## config.mk

```make
export PLATFORM = sky130hd
export DESIGN_NAME = switch_alloc_rr
export DESIGN_NICKNAME = d
export VERILOG_FILES = /design/src/rtl/switch_alloc_rr_pkg.sv /design/src/rtl/switch_alloc_rr_rr_arbiter.sv /design/src/rtl/switch_alloc_rr.sv
export SDC_FILE = /design/constraint.sdc
export NUM_CORES = 1
export LEC_CHECK = 0
export ABC_AREA = 0
export ABC_CLOCK_PERIOD_IN_PS = 6500
export BUFFER_PORTS_ARGS = -buffer_cell sky130_fd_sc_hd__buf_4
export CORE_MARGIN = 1.5
export CORE_UTILIZATION = 35
export DETAILED_ROUTE_END_ITERATION = 12
export GPL_TIMING_DRIVEN = 1
export PLACE_DENSITY = 0.56
export SLEW_MARGIN = 25
export SYNTH_ARGS = -nofsm -noshare
export SYNTH_HDL_FRONTEND = slang
export SYNTH_SLANG_ARGS = --single-unit
```

## constraint.sdc

```tcl
create_clock -name clk -period 6.5 [get_ports clk]
set_input_delay 1.3 -clock clk [delete_from_list [all_inputs] [get_ports clk]]
set_output_delay 1.3 -clock clk [all_outputs]
set_load 0.03 [all_outputs]
```

## src/rtl/switch_alloc_rr_pkg.sv

```systemverilog
// Shared types and sizing for the round-robin switch allocator.
// Optional per-output grant counters: SWITCH_ALLOC_STATS_EN.
`ifndef N
`define N 4
`endif
`ifndef M
`define M 4
`endif

package switch_alloc_rr_pkg;

  localparam int PTR_W = (`N > 1) ? $clog2(`N) : 1;

  typedef logic [0:`M-1][0:`N-1] sel_t;
  typedef logic [0:`N-1][0:`M-1] dest_t;

endpackage

```

## src/rtl/switch_alloc_rr_rr_arbiter.sv

```systemverilog
// N-input round-robin arbiter with its own rotating priority pointer.
// Pointer moves to one past the winner whenever i_en is set and a grant is made.
module rr_arbiter
  import switch_alloc_rr_pkg::*;
(
  input  logic          clk,
  input  logic          reset,
  input  logic [0:`N-1] i_req,
  input  logic          i_en,
  output logic [0:`N-1] o_gnt
);

  logic [PTR_W-1:0] ptr;
  logic [PTR_W-1:0] nxt;
  logic [PTR_W-1:0] idx;
  logic [PTR_W:0]   sum;
  logic             found;

  always_comb begin
    o_gnt = '0;
    nxt   = ptr;
    idx   = '0;
    sum   = '0;
    found = 1'b0;
    for (int k = 0; k < `N; k++) begin
      sum = {1'b0, ptr} + (PTR_W+1)'(k);
      if (sum >= (PTR_W+1)'(`N))
        sum = sum - (PTR_W+1)'(`N);
      idx = sum[PTR_W-1:0];
      if (!found && i_req[idx]) begin
        found      = 1'b1;
        o_gnt[idx] = 1'b1;
        nxt = (idx == PTR_W'(`N-1)) ? '0
                                    : idx + PTR_W'(1);
      end
    end
    if (reset)
      o_gnt = '0;
  end

  always_ff @(posedge clk) begin
    if (reset)
      ptr <= '0;
    else if (i_en)
      ptr <= nxt;
  end

endmodule

```

## src/rtl/switch_alloc_rr.sv

```systemverilog
// Separable N x M round-robin switch allocator driving crossbar selects.
// Define SWITCH_ALLOC_STATS_EN to add saturating per-output grant counters.
module switch_alloc_rr
  import switch_alloc_rr_pkg::*;
(
  input  logic          clk,
  input  logic          reset,
  input  logic [0:`N-1] i_req,
  input  dest_t         i_dest,
  input  logic [0:`M-1] i_ready,
  output sel_t          o_sel,
  output logic [0:`M-1] o_valid,
  output logic [0:`N-1] o_grant
`ifdef SWITCH_ALLOC_STATS_EN
  ,
  output logic [0:`M-1][15:0] o_grant_cnt
`endif
);

  sel_t req;
  sel_t gnt;
  logic hit;

  // Only the lowest-index destination bit of each input counts.
  always_comb begin
    req = '0;
    hit = 1'b0;
    for (int j = 0; j < `N; j++) begin
      hit = 1'b0;
      for (int m = 0; m < `M; m++) begin
        if (!hit && i_dest[j][m]) begin
          hit       = 1'b1;
          req[m][j] = i_req[j] & i_ready[m];
        end
      end
    end
  end

  for (genvar m = 0; m < `M; m++) begin : g_arb
    rr_arbiter u_arb (
      .clk   (clk),
      .reset (reset),
      .i_req (req[m]),
      .i_en  (i_ready[m]),
      .o_gnt (gnt[m])
    );
  end

  assign o_sel = gnt;

  always_comb begin
    o_valid = '0;
    o_grant = '0;
    for (int m = 0; m < `M; m++) begin
      o_valid[m] = |gnt[m];
      o_grant    = o_grant | gnt[m];
    end
  end

`ifdef SWITCH_ALLOC_STATS_EN
  logic [0:`M-1][15:0] cnt;

  always_ff @(posedge clk) begin
    if (reset) begin
      cnt <= '0;
    end else begin
      for (int m = 0; m < `M; m++)
        if (o_valid[m] && cnt[m] != 16'hFFFF)
          cnt[m] <= cnt[m] + 16'd1;
    end
  end

  assign o_grant_cnt = cnt;
`endif

endmodule
```

==> results of run 1 <==
-- cell type report --
type	instances	share of cell area
Tap cell	96	0.04082
Timing Repair Buffer	49	0.1250
Inverter	31	0.03954
Clock buffer	3	0.01403
Sequential cell	8	0.05442
Multi-Input combinational cell	272	0.7262
-- worst max-delay path by stage --
stage / startpoint / to / slack (ps) / cells past startpoint
floorplan: i_dest[6] / o_grant[2] / 1910 / 7
global placement: i_req[0] / o_valid[3] / 1600 / 9
detailed placement: i_req[0] / o_grant[3] / 1650 / 9
CTS: i_req[0] / o_grant[3] / 1640 / 9
global route: i_dest[3] / o_valid[0] / 1460 / 9
finish: i_req[0] / o_grant[3] / 1610 / 9
-- metal layers --
layer,GRT usage,wire [um]
met1,0.2746,3543
met2,0.3658,3793
met3,0.02275,300
met4,0.03319,36
met5,0,0
-- placed cells by master, fill, tap and decap left out, types with 3 or more instances in the layout --
cell        n
a22oi_1     9
mux2_2      5
o21ai_0    18
a32oi_1     4
nand3b_1    3
nand4_1    10
nor3b_1     6
a31oi_1     5
nand4b_1    9
o311a_1     5
buf_4      49
and3b_1     6
inv_1      31
mux4_2      9
a21oi_1    23
o32a_1      4
nand2_1    27
nand3_1     6
and4bb_1    3
nand4bb_1   4
a211oi_1    6
nor3_1      6
mux2i_1     6
dfxtp_1     8
o21a_1      3
clkbuf_8    3
nor2_1     25
a221o_1     4
ha_1       28
-- where the power goes --
| part | internal (mW) | switching [mW] |
|---|---|---|
| combinational | 0.137 | 0.199 |
| clock | 0.0408 | 0.0287 |
| sequential | 0.0575 | 0.0222 |
| total | 0.236 | 0.250 |
-- cell families after synthesis --
logic type | after synthesis | synth area share
AND/OR/NAND/NOR | 125 | 0.3103
buffers and inverters | 46 | 0.07226
AO/OA/AOI/OAI | 98 | 0.2719
adder cells (fa/ha/maj) | 28 | 0.1415
multiplexers | 21 | 0.1395
flip-flops | 8 | 0.06468
-- critical path, stage by stage --
cell,delay [ps]
buf_4,130
nor3b_1,150
and3b_1,210
mux4_2,500
nand2_1,350
nand4_1,310
o32a_1,330
nand4b_1,130
buf_4,170
-- stage by stage --
stage | power, mW | setup WS (ps) | cells | util | hold WS, ps
finish | 0.4856 | 1609 | 459 | 0.4308 | 653.0
global placement | 0.4170 | 1602 | 456 | 0.4247 | 662.7
detailed placement | 0.4142 | 1650 | 456 | 0.4247 | 652.3
floorplan | 0.3132 | 1915 | 326 | - | 580.5
global route | 0.5187 | 1461 | 459 | 0.4308 | 706.9
CTS | 0.4857 | 1636 | 459 | 0.4308 | 672.5
==> flow_summary.ini, run 1 <==
[layout]
top_regs = g_arb.u_arb.ptr (8)
multi_input_area_um2 = 2137
area_delta_synth_final_pct = 18.85
layout-drive-gt1-share = 0.2011
largest_reg_flops = 8
fillers = 734
largest-register = g_arb.u_arb.ptr
regArea_um2 = 160.2
insertedDiodeCount = 0
final_cell_area_um2 = 2943
layout.nets = 419

[placement]
gp_congestion = 0.8568
dp_hpwl_um = 6071
place_area_um2 = 2902
place.port_buffers = 49

[global_routing]
grt_usage = 0.2067
grt_max_degree = 21
grt_pass1_wl_um = 12520
grt-ovfl-total = 0
grt_pass1_vias = 2524
antenna_found_initial = 0

[pwr]
power.density_nw_per_um2 = 165.0
p_leak_nw = 1.325
peakVddDrop_uv = 107.3

[worst_setup_path]
reg2reg_from = g_arb[2].u_arb.ptr[0]$_SDFFE_PP0P_
r2r_end = g_arb[2].u_arb.ptr[0]$_SDFFE_PP0P_
crit_arrival_ps = 3590
reg2regPathDepth = 7
crit_type = in2out
rrSetupSlack_ps = 3640
worst_setup_path_start_kind = primary input
cp_max_fo = 14
cp-end-kind = output port
critPathRequiredTime_ps = 5200

[drt]
drtPass1Iterations = 5
via_per_inst = 5.856
drt_iter0_markers = 158
wl_per_cell_um = 16.72
vias = 2688
ant_nets = 0
drc = 0
routed_wirelength_um = 7673

[sta]
hold_viol = 0
finalClockSkew_ps = 0.6485
slew_headroom = 0.4808
grt_setup_unrepaired = no
fmax_mhz = 204.5
period_share = 0.7525
period_needed_ps = 4891
setup_tns_ps = 0
setup_viol = 0
slew_violations = 0
tightest_slew_ps = 757.2

[floorplan]
die_y_um = 87.11
die_w_um = 87.11
coreArea_um2 = 6832
initial_core_util = 0.3625
boundaryPins = 50
row_count = 30
dieArea_um2 = 7588

[yosys]
netlist_instances = 326
synth-edff-count = 0
synthTopCellsByCount = inv_1 (31), ha_1 (28), nand2_1 (27)
yosysSeqAreaShare = 0.06468
synthTopCellsByArea = ha_1 (14%), mux4_2 (8.2%), dfxtp_1 (6.5%)
synth_seq_cells = 8
yosys_warnings = 0
yosysUniqueCellTypes = 61
netlist_area_um2 = 2476
yosys.area.top_type = ha_1
synth_top_area_frac = 0.1415
syn_area_per_cell_um2 = 7.595
yosysMostFrequentCell = inv_1
ys.flop_type = dfxtp_1
ys_async_sr_fraction = 0
synth_nets = 380

[clock_network]
numCtsBuffers = 3
clk_path_buf_depth = 2
htree_num_levels = 1
ctsResizeCount = 0
clock_sinks = 8
clkSlewWorstSetupHoldPaths_ps = 50
post_cts_buffers = 0
postCtsHoldBufs = 0
root_buffer = clkbuf_8
clk_latency_ps = 250
cts_tree = built

[job]
max_cap_violations = 0

[worst_hold_path]
holdCritPathClass = reg2reg
min_to = g_arb[3].u_arb.ptr[1]$_SDFFE_PP0P_
min_from = g_arb[3].u_arb.ptr[0]$_SDFFE_PP0P_
whs_path_depth = 2

[status]
status = finished, final reports clean
(Power assumes the default switching activity.)
==> inputs of run 2 (changes only) <==
Settings changed: ABC_AREA 0 to 1, ABC_CLOCK_PERIOD_IN_PS 6500 to 4200, PLACE_DENSITY 0.56 to 0.57.
Clock period 6.5 ns to 4.2 ns, I/O delays scaled along.
==> run 2 against run 1 <==
Against the previous run:
- non-clock buffer count rose by 1
- hold slack improved by 120 ps
- cell count rose by 42%
- critical endpoint is now o_grant[0]
==> flow_summary.ini, run 2 <==
[worst_setup_path]
crit_chain = inv_1 > ha_1 > inv_1 > nand3_1 > nand2_2 > nand3_2 > nor2_1 > nor2_1 > nand2_1 > o21ai_1 > nand3_1 > buf_4
cpMaxStageDelayCell = dfxtp_1
reg2reg_from = g_arb[1].u_arb.ptr[0]$_SDFFE_PP0P_
rrSetupSlack_ps = 1850
r2r_end = g_arb[1].u_arb.ptr[1]$_SDFFE_PP0P_
reg2regPathDepth = 12
critPathRequiredTime_ps = 3360
cp-end-kind = output port
cp_max_fo = 7
crit_buf_inv = 3
slowest_delay_ps = 530
worst_setup_path_start_kind = flop
crit_type = reg2out
critPathTopFamily = simple AND/OR/NAND/NOR gates
crit_arrival_ps = 2770

[layout]
layout_common_cells = nand2_1 (152), nand3_1 (87), inv_1 (64)
final_common_cell = nand2_1
layout-drive-gt1-share = 0.1724
largest-register = g_arb.u_arb.ptr
largest_reg_flops = 8
top_regs = g_arb.u_arb.ptr (8)
insertedDiodeCount = 0
layout.nets = 607
area_delta_synth_final_pct = 18.54

[sta]
finalClockSkew_ps = 0.2133
slew_violations = 0
tightest_slew_ps = 672.9
period_needed_ps = 3612
setup_viol = 0
hold_viol = 0
period_share = 0.8600
slew_headroom = 0.5509
fmax_mhz = 276.9
setup_tns_ps = 0
grt_setup_unrepaired = no

[job]
max_cap_violations = 0

[yosys]
yosysMostFrequentCell = nand2_1
netlist_instances = 504
synthTopCellsByCount = nand2_1 (152), nand3_1 (87), inv_1 (64)
netlist_area_um2 = 2760
ys_async_sr_fraction = 0
yosysUniqueCellTypes = 36
synth_seq_cells = 8
syn_area_per_cell_um2 = 5.476
synth_top_area_frac = 0.2067
yosysSeqAreaShare = 0.05802
yosys.area.top_type = nand2_1
yosys_warnings = 0
synth-edff-count = 0
ys.flop_type = dfxtp_1
synthTopCellsByArea = nand2_1 (21%), nand3_1 (16%), ha_1 (13%)
synth_nets = 558

[drt]
drt_iter0_markers = 220
wl_per_cell_um = 13.13
drtPass1Iterations = 5
vias = 3338
routed_wirelength_um = 8577
via_per_inst = 5.112
ant_nets = 0
drc = 0

[clock_network]
htree_num_levels = 1
cts_tree = built
numCtsBuffers = 3
postCtsHoldBufs = 0
post_cts_buffers = 0
clock_sinks = 8
clk_latency_ps = 230
ctsResizeCount = 0
clk_path_buf_depth = 2
root_buffer = clkbuf_8
clkSlewWorstSetupHoldPaths_ps = 40

[worst_hold_path]
holdCritPathClass = reg2reg
min_to = g_arb[3].u_arb.ptr[1]$_SDFFE_PP0P_
whs_path_depth = 4
min_from = g_arb[3].u_arb.ptr[1]$_SDFFE_PP0P_

[placement]
dp_hpwl_um = 6962
place.port_buffers = 49
gp_congestion = 0.8996

[floorplan]
dieArea_um2 = 8428
boundaryPins = 50
coreArea_um2 = 7687
die_y_um = 91.81
initial_core_util = 0.3590
die_w_um = 91.81
row_count = 32

[status]
status = finished, final reports clean

[global_routing]
grt_pass1_vias = 3023
grt_util_met1 = 0.2997
met3_usage = 0.02570
grt-ovfl-total = 0
grt.busiest_layer = met2
antenna_found_initial = 0
grt_use_met2 = 0.3389
grt_usage = 0.2078
grt_pass1_wl_um = 14610
grt_max_degree = 26

[pwr]
p_leak_nw = 1.885
peakVddDrop_uv = 414.9
internal_power_uw = 850.4
p_sw_mw = 1.464
swShare = 0.6325
pwr-share-comb = 0.879
p_seq_frac = 0.080
power.density_nw_per_um2 = 707.3
power.total_mw = 2.314
pwr-share-clk = 0.041
run 2: power groups by stage:
stage          logic, mW  registers [mW]  clock network [mW]
3_3_place_gp        2.03           0.185                   0
3_5_place_dp        2.01           0.184                   0
4_1_cts             2.02           0.182               0.101
5_1_grt             2.28           0.190               0.104
6_report            2.03           0.185              0.0956
2_1_floorplan       1.54           0.155                   0
run 2: cells by family (layout without fill, tap and decap cells):
kind of cell / count (synthesis) / after routing / share of synthesized area
AND/OR/NAND/NOR: 357 / 357 / 0.6274
buffers and inverters: 80 / 127 / 0.1133
AO/OA/AOI/OAI: 29 / 29 / 0.06800
adder cells (fa/ha/maj): 28 / 28 / 0.1269
flip-flops: 8 / 8 / 0.05802
XOR/XNOR: 2 / 2 / 0.006347
run 2: per-layer routing:
layer | vias to the layer above | routed length (um)
met5 | - | 0
met4 | 0 | 69
met3 | 10 | 399
met2 | 91 | 3781
met1 | 1497 | 4327
li1 | 1740 | -
run 2: how the worst max path moves through the flow:
stage / startpoint / endpoint / cells past startpoint
6_report: g_arb[1].u_arb.ptr[1]$_SDFFE_PP0P_ / o_grant[0] / 12
5_1_grt: g_arb[1].u_arb.ptr[1]$_SDFFE_PP0P_ / o_grant[0] / 12
4_1_cts: g_arb[1].u_arb.ptr[1]$_SDFFE_PP0P_ / o_grant[0] / 12
3_5_place_dp: i_dest[3] / o_valid[2] / 13
3_3_place_gp: i_dest[3] / o_valid[2] / 13
2_1_floorplan: g_arb[1].u_arb.ptr[0]$_SDFFE_PP0P_ / o_valid[1] / 11
run 2: metrics by stage:
stage                     cells    util  hold slack [ps]  area [um^2]  setup WS [ps]
after detailed placement    650  0.4202            760.6         3231          632.0
final                       653  0.4256            769.3         3272          588.1
after global routing        653  0.4256            862.2         3272          292.7
after floorplan             504       -            661.4         2760          970.4
after global placement      650  0.4202            757.5         3231          658.0
after CTS                   653  0.4256            767.2         3272          565.1
run 2: area by class of cell:
type | instances | area [um^2]
fill | 860 | 4415
sequential | 8 | 160.2
inverter | 74 | 280.3
timing repair buffer | 50 | 375.4
clock buffer | 3 | 41.29
tap | 102 | 127.6
multi-input combinational | 416 | 2287
run 2: tightest hold or removal path: cells and delay by family, from the launching register on:
kind | cells | cell delay, ps
and+or+nand+nor | 1 | 60
DFF | 1 | 400
AOI/OAI and AO/OA | 1 | 190
buffers and inverters | 2 | 80
